File: config.mk
export PLATFORM = sky130hd
export DESIGN_NAME = write_sel_encoder
export DESIGN_NICKNAME = d
export VERILOG_FILES = /design/src/rtl/write_sel_encoder.sv
export SDC_FILE = /design/constraint.sdc
export NUM_CORES = 1
export LEC_CHECK = 0
export ABC_AREA = 1
export CORE_MARGIN = 4
export CORE_UTILIZATION = 40
export DETAILED_ROUTE_END_ITERATION = 12
export GPL_TIMING_DRIVEN = 0
export HOLD_SLACK_MARGIN = 0.05
export PLACE_DENSITY_LB_ADDON = 0.2
export REMOVE_ABC_BUFFERS = 1
export SLEW_MARGIN = 20
export SYNTH_ARGS = -nofsm -noshare
export SYNTH_HDL_FRONTEND = slang
export SYNTH_SLANG_ARGS = --single-unit
File: constraint.sdc
create_clock -name clk -period 1.7 [get_ports clk]
set_input_delay 0.255 -clock clk [delete_from_list [all_inputs] [get_ports clk]]
set_output_delay 0.255 -clock clk [all_outputs]
set_load 0.1 [all_outputs]
File: src/rtl/write_sel_encoder.sv
// -----------------------------------------------------------------------------
// write_sel_encoder
//
// Collects write requests from the datapath register sources (PC, DR, R1-R5).
// Unserviced requests are kept in a sticky pending set. One source is chosen
// each cycle, and its registered 3-bit select code goes to the write-enable
// decoder.
//
// Parameters
//   IDLE_CODE : code driven when no write is issued (decoder leaves it unmapped)
//   CNT_W     : width of the saturating issued-write counter
//
// Ports
//   clk       in   system clock, rising edge
//   rst_n     in   asynchronous active-low reset
//   req       in   [6:0] write request strobes (bit0=PC, bit1=DR, bit2..6=R1..R5)
//   hold      in   controller stall; no grant while high
//   clr_err   in   synchronous clear of collision (a new collision wins)
//   sel_code  out  [2:0] select code: 0=PC, 1=DR, 2..6=R1..R5, else IDLE_CODE
//   sel_valid out  sel_code carries a real write this cycle
//   grant     out  [6:0] one-hot acknowledge of the source being written
//   pending   out  [6:0] latched, not-yet-granted requests
//   collision out  sticky: a request hit a source that was already pending
//   wr_count  out  [CNT_W-1:0] writes issued, saturating at all-ones
//
// Configuration
//   WSE_ROUND_ROBIN_EN : when defined, selection is round-robin. The search
//                        starts after the last granted index and wraps from 6
//                        to 0. When undefined, the lowest index wins (fixed
//                        priority).
//
// All outputs are registered. No combinational path runs from inputs to
// outputs.
// -----------------------------------------------------------------------------
module write_sel_encoder #(
  parameter logic [2:0]  IDLE_CODE = 3'd7,
  parameter int unsigned CNT_W     = 8
) (
  input  logic             clk,
  input  logic             rst_n,
  input  logic [6:0]       req,
  input  logic             hold,
  input  logic             clr_err,
  output logic [2:0]       sel_code,
  output logic             sel_valid,
  output logic [6:0]       grant,
  output logic [6:0]       pending,
  output logic             collision,
  output logic [CNT_W-1:0] wr_count
);

  typedef enum logic {
    ST_IDLE  = 1'b0,
    ST_ISSUE = 1'b1
  } state_e;

  state_e           state_q, state_d;
  logic [2:0]       sel_code_q, sel_code_d;
  logic [6:0]       grant_q, grant_d;
  logic [6:0]       pending_q, pending_d;
  logic             collision_q, collision_d;
  logic [CNT_W-1:0] wr_count_q, wr_count_d;

  logic [6:0] cand;
  logic       issue;
  logic [2:0] sel_idx;
  logic [6:0] gnt_now;
  logic       coll_set;

  // The candidate set includes this cycle's requests. A fresh request can
  // therefore be granted on the edge that samples it, which gives one-cycle
  // latency.
  assign cand  = pending_q | req;
  assign issue = (cand != 7'd0) && !hold;

`ifdef WSE_ROUND_ROBIN_EN
  logic [2:0] rr_ptr_q, rr_ptr_d;

  // Search order: rr_ptr+1, rr_ptr+2, ... and wrap modulo 7. The first hit wins.
  always_comb begin
    logic [3:0] pos;
    logic       found;
    // NOTE: every variable written here gets a default before any branch.
    // Otherwise a path that leaves it unassigned would infer a latch.
    sel_idx = 3'd0;
    found   = 1'b0;
    pos     = 4'd0;
    for (int k = 1; k <= 7; k++) begin
      pos = {1'b0, rr_ptr_q} + 4'(k);
      if (pos >= 4'd7) pos = pos - 4'd7;
      if (!found && cand[pos[2:0]]) begin
        found   = 1'b1;
        sel_idx = pos[2:0];
      end
    end
  end

  assign rr_ptr_d = issue ? sel_idx : rr_ptr_q;

  // After reset the pointer is 6, so the first search begins at PC (index 0).
  always_ff @(posedge clk or negedge rst_n) begin
    if (!rst_n) rr_ptr_q <= 3'd6;
    else        rr_ptr_q <= rr_ptr_d;
  end
`else
  // Fixed priority. The loop walks downward, so the lowest set index writes
  // last and wins.
  always_comb begin
    sel_idx = 3'd0;
    for (int i = 6; i >= 0; i--) begin
      if (cand[i]) sel_idx = 3'(i);
    end
  end
`endif

  assign gnt_now  = issue ? (7'd1 << sel_idx) : 7'd0;
  // A duplicate request for a source that is already pending and not granted
  // is dropped and flagged.
  assign coll_set = |(req & pending_q & ~gnt_now);

  always_comb begin
    state_d    = issue ? ST_ISSUE : ST_IDLE;
    sel_code_d = issue ? sel_idx : IDLE_CODE;
    grant_d    = gnt_now;
    // Granted bit: the grant retires the pending request. A request that
    // arrives in the same cycle re-pends only if one was already pending.
    // Otherwise the grant consumes the new request. Non-granted bits accumulate.
    for (int j = 0; j < 7; j++) begin
      pending_d[j] = gnt_now[j] ? (pending_q[j] & req[j])
                                : (pending_q[j] | req[j]);
    end
    if (coll_set)     collision_d = 1'b1;
    else if (clr_err) collision_d = 1'b0;
    else              collision_d = collision_q;
    if (issue && (wr_count_q != {CNT_W{1'b1}}))
      wr_count_d = wr_count_q + CNT_W'(1);
    else
      wr_count_d = wr_count_q;
  end

  // NOTE: state is updated only with non-blocking assignments. Each flop then
  // samples pre-edge values, independent of statement order.
  always_ff @(posedge clk or negedge rst_n) begin
    if (!rst_n) begin
      state_q     <= ST_IDLE;
      sel_code_q  <= IDLE_CODE;
      grant_q     <= 7'd0;
      pending_q   <= 7'd0;
      collision_q <= 1'b0;
      wr_count_q  <= '0;
    end else begin
      state_q     <= state_d;
      sel_code_q  <= sel_code_d;
      grant_q     <= grant_d;
      pending_q   <= pending_d;
      collision_q <= collision_d;
      wr_count_q  <= wr_count_d;
    end
  end

  assign sel_code  = sel_code_q;
  assign sel_valid = (state_q == ST_ISSUE);
  assign grant     = grant_q;
  assign pending   = pending_q;
  assign collision = collision_q;
  assign wr_count  = wr_count_q;

endmodule

==> flow_metrics.py, run 1 <==
metrics = {
    "power": {
        "p_seq_frac": 0.365,
        "power.total_mw": 2.33,
        "ir_drop_uv": 343,
        "powerDensity_nw_per_um2": 1270,
        "p_int_mw": 1.11,
        "p_clk_frac": 0.118,
        "p_sw_mw": 1.22,
        "comb_power_share": 0.517,
        "p_sw_frac": 0.524,
        "leakage_nw": 0.865,
    },
    "clock_network": {
        "cts_buffers": 3,
        "cts_tree": "done",
        "postCtsSetupRepairBufs": 0,
        "cts.htree.levels": 1,
        "cts_max_path_buffers": 2,
        "cts.sinks": 27,
        "clk-insertion-delay-late_ns": 0.32,
        "cts-root-buf": "clkbuf_4",
        "cts.clk_slew.worst_paths_ns": 0.14,
    },
    "critical_path": {
        "rrSetupSlack_ns": 0.15,
        "arrival_ns": 1.39,
        "critPathTopFamily": "flip-flops",
        "critPathRequiredTime_ns": 1.44,
        "crit_chain": "clkdlybuf4s18_2",
        "crit_fanout": 1,
        "critical_path.max_stage_delay_ns": 0.54,
        "crit_slowest_cell": "dfstp_2",
        "critPathLaunchType": "register",
        "path_class": "register to primary output",
        "end_kind": "primary output",
        "crit_buf_inv": 1,
    },
    "floorplanning": {
        "dieArea_um2": 4370,
        "dieWidth_um": 66.1,
        "num_io_pins": 38,
        "fp.dieH_um": 66.1,
        "initial_core_util": 0.431,
        "core_area_um2": 3130,
        "rows": 20,
    },
    "sta": {
        "clock_skew_ns": 0.00471,
        "max_slew.worst_pin.slew_ns": 0.579,
        "finalWorstSetupSlack_ns": 0.0533,
        "slew_violations": 0,
        "period_needed_ns": 1.65,
        "fin_crit_sh": 0.969,
        "relSlewSlack": 0.614,
        "setup_violations": 0,
        "final-hold-violation-count": 0,
        "setup_tns_ns": 0,
        "fmax_ghz": 0.607,
    },
    "synth": {
        "synth_cells": 148,
        "synth_area_leaders": "dfrtp_1, nand2_1, dfstp_2",
        "ys_seq_area_frac": 0.504,
        "yosys_warnings": 0,
        "synthDistinctLibCells": 24,
        "yosysTopAreaCell": "dfrtp_1",
        "synth_top_family_by_area": "simple AND/OR/NAND/NOR gates",
        "synth_mux_area_frac": 0,
        "synthXorXnorAreaFrac": 0.0390,
        "synth.ff_latch_count": 27,
        "syn_avg_cell_area_um2": 9.11,
        "synth_adder_area_share": 0.00928,
        "yosys.area.top_type_share": 0.445,
        "syn_area_um2": 1350,
        "synth_compound_area_frac": 0.0436,
        "yosys.area_share.simple": 0.337,
    },
    "drt": {
        "vias": 1087,
        "wl_per_cell_um": 11.7,
        "totalWireLength_mm": 2.74,
        "vias_per_cell": 4.65,
        "ant_nets": 0,
        "firstDrtPassIters": 4,
        "drt_iter0_drc": 21,
        "drc_errors": 0,
    },
    "place": {
        "dp_worst_setup_slack_ns": -0.185,
        "globalplace.congestion": 0.771,
        "hpwl_mm": 2.18,
        "portBuffers": 37,
    },
    "cells_and_area": {
        "n_antenna_cell": 0,
        "synthToLayoutAreaGrowth_pct": 36.4,
        "final_util": 0.588,
        "fillers": 293,
        "nets": 203,
        "drive_above_1_share": 0.321,
    },
    "global_route": {
        "overflow": 0,
        "grt_first_pass_wirelength_mm": 4.84,
        "grt_max_degree": 28,
        "grt_antenna_before_repair": 0,
        "grt_usage": 0.141,
        "grt_pass1_vias": 1156,
    },
    "worst_hold_path": {
        "min_path_type": "primary input to asynchronous set/reset pin",
    },
    "outcome": {
        "status": "complete, no violations",
    },
    "job": {
        "drv_cap": 0,
    },
}
cells in the mapped netlist:
cell       n
dfstp_2    3
nor2_4     6
nor2_2     5
nand2_8    2
ha_1       1
nor3b_2    1
nand4_1    2
dfrtp_1   24
nor2_1    10
a21oi_1    6
nand3_2    2
clkinv_2   2
xnor2_1    3
o21ai_0    1
nand2_1   36
inv_4      1
xor2_1     3
inv_2      1
nand2_4    1
nand2_2    5
a21oi_2    1
inv_1     19
nand3_1   11
o21bai_1   2
routing by layer:
metal | track usage | vias to the layer above | wire, um
li1 | - | 536 | -
met1 | 0.152 | 522 | 1060
met2 | 0.275 | 24 | 1510
met3 | 0.0289 | 5 | 124
met4 | 0.0381 | 0 | 41
met5 | 0 | - | 0
layout by cell type, fill, tap and decap left out, types with 2 or more instances in the layout:
master	count
a21oi_1	6
nor2_2	5
clkdlybuf4s50_1	9
o21bai_1	2
nor2_4	6
dfstp_2	3
buf_2	3
nor2_1	10
dfrtp_1	24
xnor2_1	3
inv_1	19
clkbuf_4	3
xor2_1	3
nand2_2	5
nand3_1	11
nand4_1	2
clkinv_2	2
clkdlybuf4s15_2	24
nand2_1	36
nand2_8	2
power by group through the flow:
stage	Combinational [mW]	Clock [mW]	Sequential, mW
2_1_floorplan	0.243	0	1.55
3_3_place_gp	1.22	0	0.853
3_5_place_dp	1.23	0	0.862
4_1_cts	1.21	0.286	0.850
5_1_grt	1.27	0.308	0.869
6_report	1.21	0.274	0.850
cell type report:
type                    instances  area [um^2]  share of cell area
flip-flops and latches         27          679               0.369
multi-input cells              98          592               0.322
repair buffers                 38          395               0.215
inverters                      23         91.3              0.0497
well taps                      44         55.1              0.0299
clock buffers                   4         26.3              0.0143
registers in the layout (all words and copies together), names as in the netlist:
name	flops
pending	7
collision	1
grant	7
sel_valid	1
sel_code	3
wr_count	8
cells by family (layout without fill, tap and decap cells):
family | Yosys count | count (layout)
AND/OR/NAND/NOR | 81 | 81
flip-flops | 27 | 27
XOR/XNOR | 6 | 6
adder cells (fa/ha/maj) | 1 | 1
AO/OA/AOI/OAI | 10 | 10
buffers and inverters | 23 | 65
final timing paths:
kind                       cells past startpoint           to         from
max                                            1  sel_code[0]  sel_code[0]
max in group asynchronous                      2  sel_code[2]        rst_n
min reg2reg                                    2  wr_count[5]  wr_count[5]
min in group clk                               2  wr_count[5]  wr_count[5]
min                                            2  wr_count[3]        rst_n
max reg2reg                                    7  wr_count[4]  wr_count[1]
repair_timing:
item                                    4_1_cts  5_1_grt
hold endpoints to repair                     24        0
gates resized for setup                      81        7
endpoints found under the setup margin       27        6
pin swaps                                     0        0
cloned                                        0        0
hold buffers                                  1        0
metrics by stage:
step | std cells | hold slack [ns] | instance area [um^2]
after floorplan | 148 | -0.0406 | 1350
after global placement | 229 | 0.496 | 1770
after detailed placement | 229 | 0.299 | 1770
after CTS | 234 | 0.468 | 1840
after global routing | 234 | 0.493 | 1840
final | 234 | 0.443 | 1840
(Power assumes the default switching activity.)
==> run 2, diff against run 1 <==
SLEW_MARGIN = unset   (was 20)
==> flow_metrics.py, run 2 (same netlist as run 1, synthesis figures left out) <==
metrics = {
    "sta": {
        "slew_violations": 0,
        "max_slew.worst_pin.slew_ns": 1.17,
        "final-hold-violation-count": 0,
        "finalWorstSetupSlack_ns": 0.0531,
        "fmax_ghz": 0.607,
        "relSlewSlack": 0.221,
        "period_needed_ns": 1.65,
        "clock_skew_ns": 0.00468,
        "fin_crit_sh": 0.969,
        "setup_violations": 0,
        "fin_hold_ws_ns": 0.532,
    },
    "clock_network": {
        "cts_buffers": 3,
        "cts.htree.levels": 1,
        "ctsHoldBuffers": 0,
        "cts.clk_slew.worst_paths_ns": 0.14,
        "cts.sinks": 27,
        "cts_max_path_buffers": 2,
        "cts_resized": 81,
        "cts_tree": "done",
        "cts-root-buf": "clkbuf_4",
        "postCtsSetupRepairBufs": 0,
        "clk-insertion-delay-late_ns": 0.32,
    },
    "global_route": {
        "overflow": 0,
        "grt_antenna_before_repair": 0,
        "grt_max_degree": 28,
        "grt_usage": 0.144,
        "grt_first_pass_wirelength_mm": 4.90,
        "grt_pass1_vias": 1181,
    },
    "drt": {
        "vias": 1081,
        "ant_nets": 0,
        "drc_errors": 0,
        "totalWireLength_mm": 2.74,
        "drt_iter0_drc": 23,
        "firstDrtPassIters": 4,
        "vias_per_cell": 4.64,
        "wl_per_cell_um": 11.8,
    },
    "worst_hold_path": {
        "min_path_type": "primary input to asynchronous set/reset pin",
    },
    "cells_and_area": {
        "synthToLayoutAreaGrowth_pct": 35.6,
        "final_common_cell": "nand2_1",
        "layout_common_cells": "nand2_1, dfrtp_1, clkdlybuf4s15_2",
        "largest_reg_flops": 8,
        "drive_above_1_share": 0.317,
        "n_antenna_cell": 0,
        "nets": 202,
    },
    "critical_path": {
        "crit_fanout": 4,
        "critical_path.max_stage_delay_ns": 0.59,
        "critPathLaunchType": "register",
        "critPathTopFamily": "buffers and inverters",
        "arrival_ns": 1.39,
        "path_class": "register to primary output",
        "crit_slowest_cell": "clkdlybuf4s15_2",
        "crit_buf_inv": 1,
        "critPathRequiredTime_ns": 1.44,
        "crit_chain": "clkdlybuf4s15_2",
        "end_kind": "primary output",
    },
    "place": {
        "dp_worst_setup_slack_ns": -0.185,
        "globalplace.congestion": 0.771,
        "portBuffers": 37,
        "hpwl_mm": 2.17,
    },
    "floorplanning": {
        "fp.dieH_um": 66.1,
        "dieWidth_um": 66.1,
        "num_io_pins": 38,
        "dieArea_um2": 4370,
        "initial_core_util": 0.431,
        "rows": 20,
        "core_area_um2": 3130,
    },
    "power": {
        "powerDensity_nw_per_um2": 1270,
        "ir_drop_uv": 337,
        "leakage_nw": 0.860,
    },
    "job": {
        "drv_cap": 0,
    },
    "outcome": {
        "status": "complete, no violations",
    },
}
## run 2: changes by cell type in the layout (fill, tap and decap cells not counted), sizes merged
cell / change
clkdlybuf4s50: +1
clkdlybuf4s18: -1
dlygate4sd3: -1
## run 2: path summary, 6_finish.rpt
check                            startpoint     endpoint  slack, ns  cells after the start
worst max register to register  wr_count[1]  wr_count[3]       0.15                      7
worst min register to register  wr_count[4]  wr_count[4]       0.54                      1
min in group clk                wr_count[4]  wr_count[4]       0.54                      1
max in group asynchronous             rst_n   pending[1]       0.48                      1
worst min-delay path                  rst_n  wr_count[3]       0.53                      1
worst max-delay path            wr_count[7]  wr_count[7]       0.05                      1
## run 2: metrics by stage
stage	setup TNS, ns	cells	power, mW	util	instance area (um^2)
finish	0	233	2.33	0.585	1830
global route	-0.00602	233	2.45	0.585	1830
CTS	0	233	2.35	0.586	1830
detailed placement	-3.37	229	2.10	0.567	1770
global placement	-1.93	229	2.07	0.567	1770
floorplan	-4.90	148	1.79	-	1350
## run 2: routing by layer
layer / share of wire / track usage
met1: 0.39 / 0.151
met2: 0.55 / 0.282
met5: 0 / 0
met3: 0.043 / 0.0289
met4: 0.016 / 0.0482
## run 2: power breakdown
group,internal [mW],switching [mW]
Sequential,0.744,0.105
Clock,0.0920,0.183
Combinational,0.270,0.933
## run 2: layout make-up
cell class | instances | area [um^2]
fill | 295 | 1300
sequential | 27 | 679
multi-input combinational | 98 | 592
timing repair buffer | 37 | 385
inverter | 23 | 91.3
tap | 44 | 55.1
clock buffer | 4 | 26.3
